--- src/rtl/dram_ctrl_pkg.sv ---
// Shared constants for the DRAM controller: MIG app command encodings and parameter defaults.
package configure;

    localparam logic [2:0] APP_CMD_WR = 3'b000;
    localparam logic [2:0] APP_CMD_RD = 3'b001;

    localparam int unsigned DEF_DATA_WIDTH     = 32;
    localparam int unsigned DEF_APP_DATA_WIDTH = 128;
    localparam int unsigned DEF_APP_ADDR_WIDTH = 27;
    localparam int unsigned DEF_LINE_BUF       = 1;
    localparam int unsigned DEF_TIMEOUT        = 1023;

endpackage

--- src/rtl/dram_line_buf.sv ---
// One-line read buffer: tag, line data and valid bit with hit compare, line fill,
// write byte-merge and invalidate.
module dram_line_buf
    import configure::*;
#(
    parameter int unsigned DATA_WIDTH = DEF_DATA_WIDTH,
    parameter int unsigned LINE_WIDTH = DEF_APP_DATA_WIDTH,
    parameter int unsigned TAG_WIDTH  = 23,
    parameter int unsigned LANE_WIDTH = 2
) (
    input  logic                    i_clk,
    input  logic                    i_rst_n,
    input  logic                    i_flush,
    input  logic [TAG_WIDTH-1:0]    i_lookup_tag,
    output logic                    o_hit,
    output logic [LINE_WIDTH-1:0]   o_line,
    input  logic                    i_fill,
    input  logic [TAG_WIDTH-1:0]    i_fill_tag,
    input  logic [LINE_WIDTH-1:0]   i_fill_line,
    input  logic                    i_merge,
    input  logic [TAG_WIDTH-1:0]    i_merge_tag,
    input  logic [LANE_WIDTH-1:0]   i_merge_lane,
    input  logic [DATA_WIDTH-1:0]   i_merge_data,
    input  logic [DATA_WIDTH/8-1:0] i_merge_strb
);

    localparam int unsigned SW = DATA_WIDTH / 8;

    logic                  r_valid;
    logic [TAG_WIDTH-1:0]  r_tag;
    logic [LINE_WIDTH-1:0] r_line;
    logic                  w_merge_hit;

    assign o_hit       = r_valid && (r_tag == i_lookup_tag);
    assign o_line      = r_line;
    assign w_merge_hit = i_merge && r_valid && (r_tag == i_merge_tag);

    always_ff @(posedge i_clk or negedge i_rst_n) begin
        if (!i_rst_n) begin
            r_valid <= 1'b0;
            r_tag   <= '0;
            r_line  <= '0;
        end else begin
            if (i_fill) begin
                r_tag  <= i_fill_tag;
                r_line <= i_fill_line;
            end else if (w_merge_hit) begin
                for (int unsigned b = 0; b < SW; b++) begin
                    if (i_merge_strb[b]) begin
                        r_line[i_merge_lane*DATA_WIDTH + b*8 +: 8] <= i_merge_data[b*8 +: 8];
                    end
                end
            end
            // A flush beats a concurrent fill: the line is captured but never reported valid.
            if (i_flush) begin
                r_valid <= 1'b0;
            end else if (i_fill) begin
                r_valid <= 1'b1;
            end
        end
    end

endmodule

--- src/rtl/dram_ctrl.sv ---
// CPU-word to Xilinx MIG app-interface bridge with a one-line read buffer and a read-return
// timeout. Single outstanding request, entirely in the MIG ui_clk domain.
module dram_ctrl
    import configure::*;
#(
    parameter int unsigned DATA_WIDTH     = DEF_DATA_WIDTH,
    parameter int unsigned APP_DATA_WIDTH = DEF_APP_DATA_WIDTH,
    parameter int unsigned APP_ADDR_WIDTH = DEF_APP_ADDR_WIDTH,
    parameter int unsigned LINE_BUF       = DEF_LINE_BUF,
    parameter int unsigned TIMEOUT        = DEF_TIMEOUT
) (
    input  logic                        clk_i,
    input  logic                        rst_i,
    input  logic                        calib_i,
    input  logic                        flush_i,
    input  logic                        mem_valid,
    input  logic [APP_ADDR_WIDTH-1:0]   mem_addr,
    input  logic [DATA_WIDTH-1:0]       mem_wdata,
    input  logic [DATA_WIDTH/8-1:0]     mem_wstrb,
    output logic                        mem_ready,
    output logic [DATA_WIDTH-1:0]       mem_rdata,
    output logic                        mem_error,
    output logic [APP_ADDR_WIDTH-1:0]   app_addr,
    output logic [2:0]                  app_cmd,
    output logic                        app_en,
    input  logic                        app_rdy,
    output logic [APP_DATA_WIDTH-1:0]   app_wdf_data,
    output logic [APP_DATA_WIDTH/8-1:0] app_wdf_mask,
    output logic                        app_wdf_wren,
    output logic                        app_wdf_end,
    input  logic                        app_wdf_rdy,
    input  logic [APP_DATA_WIDTH-1:0]   app_rd_data,
    input  logic                        app_rd_data_valid,
    input  logic                        app_rd_data_end
);

    localparam int unsigned OFF   = $clog2(APP_DATA_WIDTH / 8);
    localparam int unsigned WB    = $clog2(DATA_WIDTH / 8);
    localparam int unsigned LANES = APP_DATA_WIDTH / DATA_WIDTH;
    localparam int unsigned LW    = (LANES > 1) ? $clog2(LANES) : 1;
    localparam int unsigned TW    = APP_ADDR_WIDTH - OFF;
    localparam int unsigned SW    = DATA_WIDTH / 8;
    localparam int unsigned MW    = APP_DATA_WIDTH / 8;
    localparam int unsigned CW    = (TIMEOUT > 0) ? $clog2(TIMEOUT + 1) : 1;

    localparam logic [2:0] StIdle   = 3'd0;
    localparam logic [2:0] StResp   = 3'd1;
    localparam logic [2:0] StRdCmd  = 3'd2;
    localparam logic [2:0] StRdWait = 3'd3;
    localparam logic [2:0] StWrData = 3'd4;
    localparam logic [2:0] StWrCmd  = 3'd5;

    function automatic logic [LW-1:0] lane_of(input logic [APP_ADDR_WIDTH-1:0] addr);
        return LW'(addr >> WB) & LW'(LANES - 1);
    endfunction

    function automatic logic [DATA_WIDTH-1:0] lane_word(input logic [APP_DATA_WIDTH-1:0] line,
                                                        input logic [LW-1:0] lane);
        return line[lane*DATA_WIDTH +: DATA_WIDTH];
    endfunction

    function automatic logic [MW-1:0] wr_mask(input logic [LW-1:0] lane,
                                              input logic [SW-1:0] strb);
        logic [MW-1:0] m;
        m = '1;
        m[lane*SW +: SW] = ~strb;
        return m;
    endfunction

    logic [2:0]                r_state, w_state_nxt;
    logic [APP_ADDR_WIDTH-1:0] r_addr;
    logic [DATA_WIDTH-1:0]     r_wdata;
    logic [SW-1:0]             r_wstrb;
    logic [CW-1:0]             r_cnt;
    logic                      r_mem_ready, r_mem_error, r_app_en, r_wdf_wren;
    logic [DATA_WIDTH-1:0]     r_mem_rdata;
    logic [2:0]                r_app_cmd;
    logic [APP_ADDR_WIDTH-1:0] r_app_addr;
    logic [APP_DATA_WIDTH-1:0] r_wdf_data;
    logic [MW-1:0]             r_wdf_mask;

    logic                      w_accept, w_is_rd, w_buf_hit, w_hit, w_fill, w_timeout;
    logic [APP_DATA_WIDTH-1:0] w_buf_line;

    assign w_accept  = (r_state == StIdle) && mem_valid && calib_i;
    assign w_is_rd   = (mem_wstrb == '0);
    // A flush in the lookup cycle forces a miss.
    assign w_hit     = (LINE_BUF != 0) && w_buf_hit && !flush_i;
    assign w_fill    = (r_state == StRdWait) && app_rd_data_valid && app_rd_data_end;
    assign w_timeout = (TIMEOUT != 0) && (32'(r_cnt) + 32'd1 >= TIMEOUT);

    dram_line_buf #(
        .DATA_WIDTH (DATA_WIDTH),
        .LINE_WIDTH (APP_DATA_WIDTH),
        .TAG_WIDTH  (TW),
        .LANE_WIDTH (LW)
    ) u_line_buf (
        .i_clk        (clk_i),
        .i_rst_n      (rst_i),
        .i_flush      (flush_i),
        .i_lookup_tag (mem_addr[APP_ADDR_WIDTH-1:OFF]),
        .o_hit        (w_buf_hit),
        .o_line       (w_buf_line),
        .i_fill       (w_fill && (LINE_BUF != 0)),
        .i_fill_tag   (r_addr[APP_ADDR_WIDTH-1:OFF]),
        .i_fill_line  (app_rd_data),
        .i_merge      ((r_state == StWrCmd) && app_rdy),
        .i_merge_tag  (r_addr[APP_ADDR_WIDTH-1:OFF]),
        .i_merge_lane (lane_of(r_addr)),
        .i_merge_data (r_wdata),
        .i_merge_strb (r_wstrb)
    );

    always_comb begin
        w_state_nxt = r_state;
        case (r_state)
            StIdle: begin
                if (w_accept) begin
                    if (!w_is_rd)   w_state_nxt = StWrData;
                    else if (w_hit) w_state_nxt = StResp;
                    else            w_state_nxt = StRdCmd;
                end
            end
            StRdCmd:  if (app_rdy) w_state_nxt = StRdWait;
            StRdWait: if (w_fill || w_timeout) w_state_nxt = StResp;
            StWrData: if (app_wdf_rdy) w_state_nxt = StWrCmd;
            StWrCmd:  if (app_rdy) w_state_nxt = StResp;
            default:  w_state_nxt = StIdle;
        endcase
    end

    always_ff @(posedge clk_i or negedge rst_i) begin
        if (!rst_i) begin
            r_state     <= StIdle;
            r_addr      <= '0;
            r_wdata     <= '0;
            r_wstrb     <= '0;
            r_cnt       <= '0;
            r_mem_ready <= 1'b0;
            r_mem_error <= 1'b0;
            r_mem_rdata <= '0;
            r_app_en    <= 1'b0;
            r_app_cmd   <= 3'b000;
            r_app_addr  <= '0;
            r_wdf_wren  <= 1'b0;
            r_wdf_data  <= '0;
            r_wdf_mask  <= '0;
        end else begin
            r_state     <= w_state_nxt;
            r_mem_ready <= 1'b0;
            r_mem_error <= 1'b0;
            case (r_state)
                StIdle: begin
                    if (w_accept) begin
                        r_addr     <= mem_addr;
                        r_wdata    <= mem_wdata;
                        r_wstrb    <= mem_wstrb;
                        r_app_addr <= {mem_addr[APP_ADDR_WIDTH-1:OFF], {OFF{1'b0}}};
                        if (!w_is_rd) begin
                            r_wdf_wren <= 1'b1;
                            r_wdf_data <= {LANES{mem_wdata}};
                            r_wdf_mask <= wr_mask(lane_of(mem_addr), mem_wstrb);
                        end else if (w_hit) begin
                            r_mem_ready <= 1'b1;
                            r_mem_rdata <= lane_word(w_buf_line, lane_of(mem_addr));
                        end else begin
                            r_app_en  <= 1'b1;
                            r_app_cmd <= APP_CMD_RD;
                        end
                    end
                end
                StRdCmd: begin
                    if (app_rdy) begin
                        r_app_en <= 1'b0;
                        r_cnt    <= '0;
                    end
                end
                StRdWait: begin
                    if (w_fill) begin
                        r_mem_ready <= 1'b1;
                        r_mem_rdata <= lane_word(app_rd_data, lane_of(r_addr));
                    end else if (w_timeout) begin
                        r_mem_ready <= 1'b1;
                        r_mem_error <= 1'b1;
                        r_mem_rdata <= '0;
                    end else if (r_cnt != CW'(TIMEOUT)) begin
                        r_cnt <= r_cnt + 1'b1;
                    end
                end
                StWrData: begin
                    if (app_wdf_rdy) begin
                        r_wdf_wren <= 1'b0;
                        r_app_en   <= 1'b1;
                        r_app_cmd  <= APP_CMD_WR;
                    end
                end
                StWrCmd: begin
                    if (app_rdy) begin
                        r_app_en    <= 1'b0;
                        r_mem_ready <= 1'b1;
                    end
                end
                default: ;
            endcase
        end
    end

    assign mem_ready    = r_mem_ready;
    assign mem_rdata    = r_mem_rdata;
    assign mem_error    = r_mem_error;
    assign app_addr     = r_app_addr;
    assign app_cmd      = r_app_cmd;
    assign app_en       = r_app_en;
    assign app_wdf_data = r_wdf_data;
    assign app_wdf_mask = r_wdf_mask;
    assign app_wdf_wren = r_wdf_wren;
    assign app_wdf_end  = r_wdf_wren;

endmodule
--- config.mk ---
export PLATFORM = sky130hd
export DESIGN_NAME = dram_ctrl
export DESIGN_NICKNAME = d
export VERILOG_FILES = /design/src/rtl/dram_ctrl_pkg.sv /design/src/rtl/dram_line_buf.sv /design/src/rtl/dram_ctrl.sv
export SDC_FILE = /design/constraint.sdc
export NUM_CORES = 1
export LEC_CHECK = 0
export ABC_AREA = 1
export CAP_MARGIN = 10
export CORE_ASPECT_RATIO = 1.4
export CORE_MARGIN = 3
export CORE_UTILIZATION = 34
export CTS_BUF_LIST = sky130_fd_sc_hd__clkbuf_8
export DETAILED_ROUTE_END_ITERATION = 7
export DONT_BUFFER_PORTS = 1
export PLACE_DENSITY = 0.6
export SYNTH_ARGS = -nofsm -noshare
export SYNTH_HDL_FRONTEND = slang
export SYNTH_SLANG_ARGS = --single-unit
--- constraint.sdc ---
create_clock -name clk_i -period 3.47 [get_ports clk_i]
set_input_delay 1.041 -clock clk_i [delete_from_list [all_inputs] [get_ports clk_i]]
set_output_delay 1.041 -clock clk_i [all_outputs]
set_load 0.01 [all_outputs]
==> run_results.csv <==
group,metric,value,unit
power,switching_share,0.4466,
power,peakVddDrop,0.4987,mV
placement,pre_cts_ws,496.4,ps
clocking,h-tree-depth,2,
clocking,cts_resized,0,
timing,layout_min_cycle_time,2913,ps
setup_path,critPathMaxStageDelay,590,ps
setup_path,crit_cells,8,
global_routing,globalRoute.totalOverflow,0,
clocking,cts_root_buf,"clkbuf_8",
logic_synthesis,ys_seq_area_frac,0.4105,
setup_path,path_cells,"inv_2 -> ha_1 -> inv_1 -> buf_4 -> o21ai_2 -> nand2_2 -> nand2_1 -> nand2_1",
clocking,postCtsSetupBuffers,0,
setup_path,cp_max_fo,18,
layout,drive_gt1_frac,0.06706,
clocking,cts_buffers,53,
setup_path,r2r_slack,560,ps
die,chipWidth,205.6,um
die,rows,101,
setup_path,cp_data_arrival_time,3440,ps
logic_synthesis,netlist_instances,2709,
clocking,clockBufferDepth,3,
worst_hold_path,hold_path_class,"input port to async pin",
clocking,clkLatencyLatePin,670,ps
logic_synthesis,synth_top_area_frac,0.4105,
layout,synthToLayoutAreaGrowth,4.230,%
setup_path,path_common_cell,"nand2_1",
die,start_util,0.3465,
global_routing,grt_max_degree,312,
setup_path,crit_buf_inv,3,
setup_path,slowest_stage,"dfrtp_4",
die,ios,411,
power,p_seq_frac,0.456,
clocking,cts-hold-fix-buffers,0,
drt,num_vias,17560,
drt,drtAntennaViolNets,0,
timing,rsz0062_at_grt,"false",
timing,final_hold_viol_count,0,
timing,worstMarginPinSlew,1240,ps
global_routing,antenna_found_initial,3,
drt,avgViaCountPerCell,5.339,
global_routing,grtUsageTotal,0.2290,
drt,drt_wl_total,68710,um
drt,wl_per_cell,20.89,um
setup_path,crit_path_end_kind,"flip-flop",
power,p_per_area,726.7,nW/um^2
clocking,cts.sink_count,311,
die,core,54720,sq um
timing,fmax,343.2,MHz
power,p_int,7946,uW
timing,slew_headroom,0.1732,
die,fp.dieH,285.4,um
layout,layout_common_cells,"nand2_1, nand3_1, dfrtp_1",
setup_path,startpoint_type,"flip-flop",
setup_path,r2r_cells,8,
logic_synthesis,synth-edff-count,0,
placement,port_buffers,0,
setup_path,worstSetupPathType,"flip-flop to flip-flop",
power,clockPowerShare,0.267,
clocking,tritoncts,"done",
die,dieArea,58670,sq um
global_routing,grt_pass1_vias,17000,
outcome,status,"finished, final reports clean",
timing,setup_tns,0,ps
logic_synthesis,syn_area,18960,sq um
setup_path,cp.required,4000,ps
timing,setup_ws,556.6,ps
logic_synthesis,synthArstFlopShare,1.000,
timing,maxSlewViolCount,0,
power,combPwrFrac,0.276,
power,p_leak,0.009720,uW
placement,place_hpwl,48300,um
setup_path,crit_family,"buffers and inverters",
timing,clock_skew,56.46,ps
logic_synthesis,ys_ff_latch,311,
global_routing,grt_pass1_wl,103700,um
clocking,cts.clk_slew.worst_paths,70,ps
logic_synthesis,synth_cell_type_count,33,
logic_synthesis,synth_largest_area_cell,"dfrtp_1",
placement,gp_congestion,0.9177,
drt,firstDrtPassIters,6,
layout,final_cell_area,19760,sq um
power,p_sw,6414,uW
timing,final-setup-viol-count,0,
drt,drc_errors,0,
placement,place_area,18530,sq um
timing,fin_crit_sh,0.8396,
logic_synthesis,synth_area_leaders,"dfrtp_1, nand2_1, nand3_1",
layout,final_nets,2734,
run,maxCapViolCount,0,
logic_synthesis,syn_area_per_cell,6.998,sq um
drt,drt_iter0_markers,1654,
logic_synthesis,ys_warn_count,0,
logic_synthesis,ys.flop_type,"dfrtp_1",
layout,final_common_cell,"nand2_1",
==> power by group through the flow <==
stage | logic [uW] | registers [uW] | clock network, uW
floorplan | 4240 | 5600 | 0
global placement | 3830 | 6610 | 0
detailed placement | 3930 | 6620 | 0
CTS | 3940 | 6570 | 3980
global route | 4510 | 6730 | 4120
finish | 3970 | 6550 | 3840
==> synthesized netlist by cell type, types with 15 or more instances <==
library cell  instances
a21oi_1              73
buf_1                15
buf_2                49
buf_4               138
clkbuf_1             68
dfrtp_1             311
inv_1               130
nand2_1            1142
nand2_2              20
nand3_1             322
nand4_1              53
nor2_1               78
o21ai_0             107
o21ai_2              16
o31ai_1             112
==> path summary, 6_finish.rpt <==
check                                       startpoint                endpoint
worst max-delay path                         r_addr[2]    u_line_buf.o_line[5]
worst min-delay path                             rst_i              r_addr[11]
worst max register to register               r_addr[2]    u_line_buf.o_line[5]
worst min register to register  u_line_buf.o_line[101]  u_line_buf.o_line[101]
max in group asynchronous                        rst_i       app_wdf_data[118]
min in group clk_i                             flush_i      u_line_buf.r_valid
==> metal layers <==
metal | vias to the layer above | GRT usage | part of all wire
li1 | 8354 | - | -
met1 | 8275 | 0.2888 | 0.40
met2 | 778 | 0.3757 | 0.48
met3 | 152 | 0.05196 | 0.079
met4 | 0 | 0.09626 | 0.043
met5 | - | 0 | 0
==> flip-flops by register name (all words and copies together) (netlist names) <==
| register | flops |
|---|---|
| app_cmd | 1 |
| u_line_buf.r_tag | 23 |
| u_line_buf.r_valid | 1 |
| r_wdata | 32 |
| app_addr | 1 |
| r_state | 3 |
| app_en | 1 |
| app_wdf_mask | 16 |
| mem_ready | 1 |
| r_cnt | 10 |
| mem_rdata | 32 |
| app_wdf_end | 1 |
| app_wdf_data | 32 |
| mem_error | 1 |
| r_wstrb | 4 |
| r_addr | 24 |
| u_line_buf.o_line | 128 |
==> final cells by class <==
class / instances / area, sq um
Sequential cell: 311 / 7786
Multi-Input combinational cell: 1986 / 9040
Timing Repair Buffer: 27 / 265.3
Fill cell: 5801 / 34960
Clock inverter: 32 / 324.1
Inverter: 144 / 540.5
Clock buffer: 65 / 894.6
Antenna cell: 3 / 7.507
Tap cell: 721 / 902.1
==> metrics by stage <==
step / util / total power, uW / hold WS [ps] / cells
4_1_cts: 0.3610 / 14490 / 5.094 / 3286
2_1_floorplan: - / 9839 / 442.2 / 2714
5_1_grt: 0.3611 / 15360 / 33.79 / 3289
3_3_place_gp: 0.3387 / 10430 / 453.8 / 3189
6_report: 0.3611 / 14360 / 71.92 / 3289
3_5_place_dp: 0.3387 / 10560 / 458.7 / 3189
==> worst reg2reg max path, cell delays in order (launching register included) <==
cell     delay (ps)
dfrtp_4         590
inv_2           390
ha_1            330
inv_1           190
buf_4           260
o21ai_2         540
nand2_2         300
nand2_1         120
nand2_1          50
==> cells by family (layout without fill, tap and decap cells) <==
logic type	Yosys count	count (layout)	share of synthesized area
AOI/OAI and AO/OA	334	334	0.1076
other	1	9	0.0001978
buffers and inverters	417	268	0.1143
and+or+nand+nor	1629	1629	0.3574
xor gates and xnor gates	6	6	0.002772
adders and majority gates	11	11	0.007260
DFF	311	311	0.4105
Note: power is estimated with default switching activity, not from simulation.
